$ cat config.mk
export PLATFORM = sky130hd
export DESIGN_NAME = ioctl_vram_loader_flat
export DESIGN_NICKNAME = d
export VERILOG_FILES = /design/src/rtl/ioctl_vram_loader_if.sv /design/src/rtl/ioctl_vram_loader.sv /design/src/flat_wrapper.sv
export SDC_FILE = /design/constraint.sdc
export NUM_CORES = 1
export LEC_CHECK = 0
export CAP_MARGIN = 20
export CORE_UTILIZATION = 40
export DETAILED_ROUTE_END_ITERATION = 10
export GPL_TIMING_DRIVEN = 1
export MAX_ROUTING_LAYER = met4
export PLACE_DENSITY_LB_ADDON = 0.12
export RECOVER_POWER = 100
export SLEW_MARGIN = 40
export SYNTH_ARGS = -nofsm -noshare
export SYNTH_HDL_FRONTEND = slang
export SYNTH_SLANG_ARGS = --single-unit
$ cat constraint.sdc
create_clock -name clk_sys -period 2.69 [get_ports clk_sys]
set_input_delay 0.807 -clock clk_sys [delete_from_list [all_inputs] [get_ports clk_sys]]
set_output_delay 0.807 -clock clk_sys [all_outputs]
set_load 0.005 [all_outputs]
$ cat src/rtl/ioctl_vram_loader_if.sv
// ioctl_vram_loader_if: ioctl, video-read and VRAM port signals of the download loader
interface ioctl_vram_loader_if #(parameter int ADDR_W = 16);
  logic ioctl_download;
  logic ioctl_wr;
  logic [24:0] ioctl_addr;
  logic [7:0] ioctl_dout;
  logic [7:0] ioctl_index;
  logic ioctl_wait;
  logic vid_req;
  logic [ADDR_W-1:0] vid_addr;
  logic vid_ack;
  logic [7:0] vid_data;
  logic [ADDR_W-1:0] ram_addr;
  logic ram_we;
  logic [7:0] ram_din;
  logic [7:0] ram_dout;
  logic load_done;
  logic overflow;
  modport master (
    output ioctl_download, ioctl_wr, ioctl_addr, ioctl_dout, ioctl_index, vid_req, vid_addr, ram_dout,
    input ioctl_wait, vid_ack, vid_data, ram_addr, ram_we, ram_din, load_done, overflow
  );
  modport slave (
    input ioctl_download, ioctl_wr, ioctl_addr, ioctl_dout, ioctl_index, vid_req, vid_addr, ram_dout,
    output ioctl_wait, vid_ack, vid_data, ram_addr, ram_we, ram_din, load_done, overflow
  );
endinterface

$ cat src/rtl/ioctl_vram_loader.sv
// ioctl_vram_loader: queues ioctl download bytes and shares the VRAM port with video reads
module ioctl_vram_loader #(
  parameter int ADDR_W = 16,
  parameter int FIFO_DEPTH = 4,
  parameter logic [7:0] LOAD_INDEX = 8'h01,
  parameter int STARVE_MAX = 8
) (
  input logic clk_sys,
  input logic reset,
  ioctl_vram_loader_if.slave bus
);
  localparam int CW = $clog2(FIFO_DEPTH);
  localparam int SW = $clog2(STARVE_MAX + 1);
  typedef enum logic [1:0] {IDLE, LOAD, FLUSH, DONE} state_t;
  state_t state_q, state_d;
  logic [ADDR_W+7:0] mem_q [FIFO_DEPTH];
  logic [CW-1:0] wp_q, rp_q;
  logic [CW:0] cnt_q, cnt_d;
  logic pend_q, rd1_q, rd2_q;
  logic [ADDR_W-1:0] pend_addr_q, rd_addr;
  logic [SW-1:0] starve_q;
  logic hit, push, full, push_ok, ne, rd_v, rd_go, pop;
  always_comb begin
    hit = bus.ioctl_index == LOAD_INDEX;
    push = state_q == LOAD && bus.ioctl_wr && hit && (bus.ioctl_addr >> ADDR_W) == '0;
    full = cnt_q == (CW+1)'(FIFO_DEPTH);
    push_ok = push && !full;
    ne = cnt_q != '0;
    rd_v = pend_q || bus.vid_req;
    rd_addr = pend_q ? pend_addr_q : bus.vid_addr;
    // video wins unless it has already starved a non-empty FIFO for STARVE_MAX grants
    rd_go = rd_v && !(starve_q == SW'(STARVE_MAX) && ne);
    pop = !rd_go && ne;
    cnt_d = cnt_q + (CW+1)'(push_ok) - (CW+1)'(pop);
    state_d = state_q == IDLE ? (bus.ioctl_download && hit ? LOAD : IDLE) :
              state_q == LOAD ? (bus.ioctl_download ? LOAD : FLUSH) :
              state_q == FLUSH ? (ne ? FLUSH : DONE) : IDLE;
  end
  always_ff @(posedge clk_sys)
    if (push_ok) mem_q[wp_q] <= {bus.ioctl_addr[ADDR_W-1:0], bus.ioctl_dout};
  always_ff @(posedge clk_sys) begin
    if (reset) begin
      state_q <= IDLE;
      wp_q <= '0;
      rp_q <= '0;
      cnt_q <= '0;
      pend_q <= 1'b0;
      pend_addr_q <= '0;
      rd1_q <= 1'b0;
      rd2_q <= 1'b0;
      starve_q <= '0;
      bus.ioctl_wait <= 1'b0;
      bus.vid_ack <= 1'b0;
      bus.vid_data <= '0;
      bus.ram_addr <= '0;
      bus.ram_we <= 1'b0;
      bus.ram_din <= '0;
      bus.load_done <= 1'b0;
      bus.overflow <= 1'b0;
    end else begin
      state_q <= state_d;
      cnt_q <= cnt_d;
      if (push_ok) wp_q <= wp_q + CW'(1);
      if (pop) rp_q <= rp_q + CW'(1);
      pend_q <= rd_go ? 1'b0 : rd_v;
      if (bus.vid_req && !pend_q) pend_addr_q <= bus.vid_addr;
      rd1_q <= rd_go;
      rd2_q <= rd1_q;
      bus.vid_ack <= rd2_q;
      if (rd2_q) bus.vid_data <= bus.ram_dout;
      bus.ram_we <= pop;
      if (rd_go) bus.ram_addr <= rd_addr;
      else if (pop) {bus.ram_addr, bus.ram_din} <= mem_q[rp_q];
      starve_q <= rd_go && ne ? starve_q + SW'(1) : '0;
      bus.ioctl_wait <= state_d == LOAD && cnt_d >= (CW+1)'(FIFO_DEPTH - 1);
      bus.load_done <= state_q == FLUSH && !ne;
      bus.overflow <= state_q == IDLE && state_d == LOAD ? 1'b0 : bus.overflow | (push && full);
    end
  end
endmodule

$ cat src/flat_wrapper.sv
// flat-port wrapper written by rule: the top's interface ports become plain ports
module ioctl_vram_loader_flat 
#(
  parameter int ADDR_W = 16,
  parameter int FIFO_DEPTH = 4,
  parameter logic [7:0] LOAD_INDEX = 8'h01,
  parameter int STARVE_MAX = 8
)
  (clk_sys, reset, bus_ioctl_download, bus_ioctl_wr, bus_ioctl_addr, bus_ioctl_dout, bus_ioctl_index, bus_vid_req, bus_vid_addr, bus_ram_dout, bus_ioctl_wait, bus_vid_ack, bus_vid_data, bus_ram_addr, bus_ram_we, bus_ram_din, bus_load_done, bus_overflow);
  ioctl_vram_loader_if #(.ADDR_W(ADDR_W)) bus_i ();
  input logic clk_sys;
  input logic reset;
  input wire logic [$bits(bus_i.ioctl_download)-1:0] bus_ioctl_download;
  input wire logic [$bits(bus_i.ioctl_wr)-1:0] bus_ioctl_wr;
  input wire logic [$bits(bus_i.ioctl_addr)-1:0] bus_ioctl_addr;
  input wire logic [$bits(bus_i.ioctl_dout)-1:0] bus_ioctl_dout;
  input wire logic [$bits(bus_i.ioctl_index)-1:0] bus_ioctl_index;
  input wire logic [$bits(bus_i.vid_req)-1:0] bus_vid_req;
  input wire logic [$bits(bus_i.vid_addr)-1:0] bus_vid_addr;
  input wire logic [$bits(bus_i.ram_dout)-1:0] bus_ram_dout;
  output wire logic [$bits(bus_i.ioctl_wait)-1:0] bus_ioctl_wait;
  output wire logic [$bits(bus_i.vid_ack)-1:0] bus_vid_ack;
  output wire logic [$bits(bus_i.vid_data)-1:0] bus_vid_data;
  output wire logic [$bits(bus_i.ram_addr)-1:0] bus_ram_addr;
  output wire logic [$bits(bus_i.ram_we)-1:0] bus_ram_we;
  output wire logic [$bits(bus_i.ram_din)-1:0] bus_ram_din;
  output wire logic [$bits(bus_i.load_done)-1:0] bus_load_done;
  output wire logic [$bits(bus_i.overflow)-1:0] bus_overflow;
  assign bus_i.ioctl_download = bus_ioctl_download;
  assign bus_i.ioctl_wr = bus_ioctl_wr;
  assign bus_i.ioctl_addr = bus_ioctl_addr;
  assign bus_i.ioctl_dout = bus_ioctl_dout;
  assign bus_i.ioctl_index = bus_ioctl_index;
  assign bus_i.vid_req = bus_vid_req;
  assign bus_i.vid_addr = bus_vid_addr;
  assign bus_i.ram_dout = bus_ram_dout;
  assign bus_ioctl_wait = bus_i.ioctl_wait;
  assign bus_vid_ack = bus_i.vid_ack;
  assign bus_vid_data = bus_i.vid_data;
  assign bus_ram_addr = bus_i.ram_addr;
  assign bus_ram_we = bus_i.ram_we;
  assign bus_ram_din = bus_i.ram_din;
  assign bus_load_done = bus_i.load_done;
  assign bus_overflow = bus_i.overflow;
  ioctl_vram_loader #(.ADDR_W(ADDR_W), .FIFO_DEPTH(FIFO_DEPTH), .LOAD_INDEX(LOAD_INDEX), .STARVE_MAX(STARVE_MAX)) u_core (.clk_sys(clk_sys), .reset(reset), .bus(bus_i));
endmodule
==> flow_summary.json <==
{
  "slew_headroom_pct": 28.8,
  "ys_warn_count": 0,
  "maxCapViolCount": 0,
  "r2r_end": "u_core.bus.ioctl_wait",
  "post-dp-hpwl_um": 8790,
  "ys_ff_latch": 167,
  "avgSynthCellArea_um2": 13.6,
  "drt_wl_total_um": 13100,
  "finClkSkew_ns": 0.00962,
  "ys_seq_area_share_pct": 67.5,
  "peakVddDrop_mv": 0.481,
  "path_clk_slew_ns": 0.06,
  "via_per_inst": 4.96,
  "postSynth.asyncResetShare_pct": 0,
  "crit_type": "input port to flop",
  "die_area_mm2": 0.0164,
  "htreeDepth": 4,
  "syn_area_mm2": 0.00637,
  "ff2ff_setup_slack_ns": 0.19,
  "rows": 45,
  "cpLargestDelayFamily": "simple AND/OR/NAND/NOR gates",
  "nets": 678,
  "synth_edf_count": 96,
  "grt_start_max_net_pins": 28,
  "slowest_delay_ns": 0.53,
  "drtPass1Iterations": 4,
  "insertion_delay_ns": 0.43,
  "first_iter_violations": 186,
  "synth_cell_types": 40,
  "die_y_um": 128,
  "hold_buffers": 0,
  "ys.flop_type": "edfxtp_1",
  "num_io_pins": 107,
  "cp.arrival_ns": 2.90,
  "fin_crit_sh_pct": 96.0,
  "critical_path.cell_chain": "dlygate4sd2_1 > or4_4 > or3_4 > nor2_4 > ha_4 > fa_2 > xnor2_2 > xnor2_1 > nand2_1 > and3_1",
  "via_count": 4086,
  "route.detailed.drc": 0,
  "hold_path_depth": 1,
  "wl_per_cell_um": 15.9,
  "r2r_start": "u_core.starve_q[0]",
  "antenna_found_initial": 1,
  "post_cts_buffers": 0,
  "slowest_stage": "or4_4",
  "layout-drive-gt1-share_pct": 15.5,
  "outcome": "completed",
  "min_from": "u_core.rd1_q",
  "grt_pass1_vias": 4076,
  "die_w_um": 128,
  "grt_setup_unrepaired": "false",
  "tightestPinTransition_ns": 1.07,
  "ant_nets": 0,
  "crit_buf_inv": 1,
  "period_needed_ns": 2.58,
  "fin_util_pct": 55.0,
  "cts-root-buf": "clkbuf_16",
  "worstPathMaxFanout": 2,
  "crit_required_ns": 3.01,
  "io_buffers": 106,
  "startpoint_type": "input port",
  "hold_viol": 0,
  "start_util_pct": 41.5,
  "core_area_mm2": 0.0154,
  "clockBufferDepth": 2,
  "place_congestion": 0.768,
  "holdWs_ns": 0.435,
  "grt-ovfl-total": 0,
  "synthesis.nets": 548,
  "area_delta_synth_final_pct": 32.7,
  "cp-end-kind": "flop",
  "grtUsageTotal_pct": 17.7,
  "cts_buffers": 17,
  "drv_slew": 0,
  "cts_tree": "done",
  "max_freq_mhz": 387,
  "fin_ws_ns": 0.107,
  "clock_sinks": 167,
  "syn_inst": 469,
  "power_leakage_nw": 3.06,
  "fin_total_pwr_mw": 6.94,
  "setup_viol": 0,
  "powerDensity_mw_per_mm2": 821,
  "min_to": "u_core.rd2_q",
  "hold_class": "flop to flop",
  "place_ws_ns": -0.563,
  "grt_pass1_wl_um": 21000,
  "r2r_cells": 13
}
==> timing repair <==
action | in CTS | in global routing
gates cloned | 0 | 0
endpoints found under the hold margin | 0 | 0
endpoints found under the setup margin | 1 | 1
resized for setup | 10 | 5
pin swaps | 8 | 9
==> cell type report <==
| cell class | instances | area (um^2) |
|---|---|---|
| clock buffers | 18 | 439 |
| fillers | 1311 | 6910 |
| diodes | 1 | 2.50 |
| inverters | 10 | 37.5 |
| repair buffers | 137 | 1250 |
| clock inverters | 14 | 209 |
| flip-flops and latches | 167 | 4310 |
| well taps | 211 | 264 |
| multi-input cells | 266 | 1950 |
==> worst register-to-register path, cell delays in order (launching register included) <==
cell and delay (ns):
dfxtp_1 0.37, inv_1 0.06, ha_1 0.20, and3b_1 0.20, o21ai_2 0.15, inv_2 0.05
ha_1 0.26, inv_1 0.06, ha_4 0.16, fa_2 0.35, xnor2_2 0.15, xnor2_1 0.19
nand2_1 0.06, and3_1 0.13
==> synth_stat cells (8+ instances only) <==
library cell,number,area share (%)
a211oi_1,10,1.2
a21oi_1,26,2.0
clkbuf_1,17,1.0
dfxtp_1,71,22
edfxtp_1,96,45
ha_1,8,1.6
inv_1,8,0.47
mux2i_1,8,1.3
mux4_2,24,8.5
nand2_1,64,3.8
nor2_1,54,3.2
o221ai_1,9,1.2
==> worst max path at each step <==
stage	startpoint	end	slack, ns	depth (start not counted)
6_report	bus_ioctl_index[6]	u_core.bus.ioctl_wait	0.11	10
5_1_grt	bus_ioctl_index[6]	u_core.mem_q[0][10]	0.007	7
4_1_cts	bus_vid_req	u_core.bus.ioctl_wait	0.007	12
3_5_place_dp	bus_ioctl_index[5]	u_core.bus.ioctl_wait	-0.56	9
3_3_place_gp	bus_ioctl_index[5]	u_core.bus.ioctl_wait	-0.55	9
2_1_floorplan	bus_ioctl_index[5]	u_core.bus.ioctl_wait	-0.09	8
==> cell families after synthesis <==
kind of cell / Yosys count / synth area share [%]
AOI/OAI and AO/OA: 65 / 6.95
xor gates and xnor gates: 6 / 0.824
buffers and inverters: 36 / 2.34
adders and majority gates: 9 / 1.88
and+or+nand+nor: 154 / 10.7
DFF: 167 / 67.5
muxes: 32 / 9.74
==> power breakdown <==
part           switching [mW]  internal, mW
registers               0.158          2.86
logic                   0.589         0.695
clock network            1.03          1.61
total                    1.78          5.16
==> layer usage <==
metal	up-vias	share of wire, %	track usage, %
li1	1995	-	-
met1	2003	48	22.9
met2	77	47	27.3
met3	11	3.4	3.92
met4	0	1.2	6.85
met5	-	0	-
==> stage by stage <==
step	area, um^2	setup TNS (ns)	cells
2_1_floorplan	6390	-0.0902	469
3_3_place_gp	7880	-26.26	791
3_5_place_dp	7880	-26.63	791
4_1_cts	8540	0	823
5_1_grt	8460	0	824
6_report	8460	0	824
==> cells in the final DEF, fill, tap and decap left out, types with 16 or more instances in the layout <==
| cell | netlist | final |
|---|---|---|
| edfxtp_1 | 96 | 96 |
| clkbuf_16 | 0 | 17 |
| dfxtp_1 | 71 | 70 |
| a21oi_1 | 26 | 26 |
| dlygate4sd3_1 | 0 | 61 |
| nor2_1 | 54 | 53 |
| clkdlybuf4s50_1 | 0 | 35 |
| buf_4 | 2 | 16 |
| nand2_1 | 64 | 64 |
| mux4_2 | 24 | 24 |
==> registers in the layout (all words and copies together), names as in the netlist, 2 cells and up, named ones only <==
name	count
u_core.bus.ram_addr	16
u_core.bus.ram_din	8
u_core.bus.vid_data	8
u_core.cnt_q	3
u_core.mem_q	96
u_core.pend_addr_q	16
u_core.rp_q	2
u_core.starve_q	4
u_core.state_q	2
u_core.wp_q	2
Note: power is estimated with default switching activity, not from simulation.
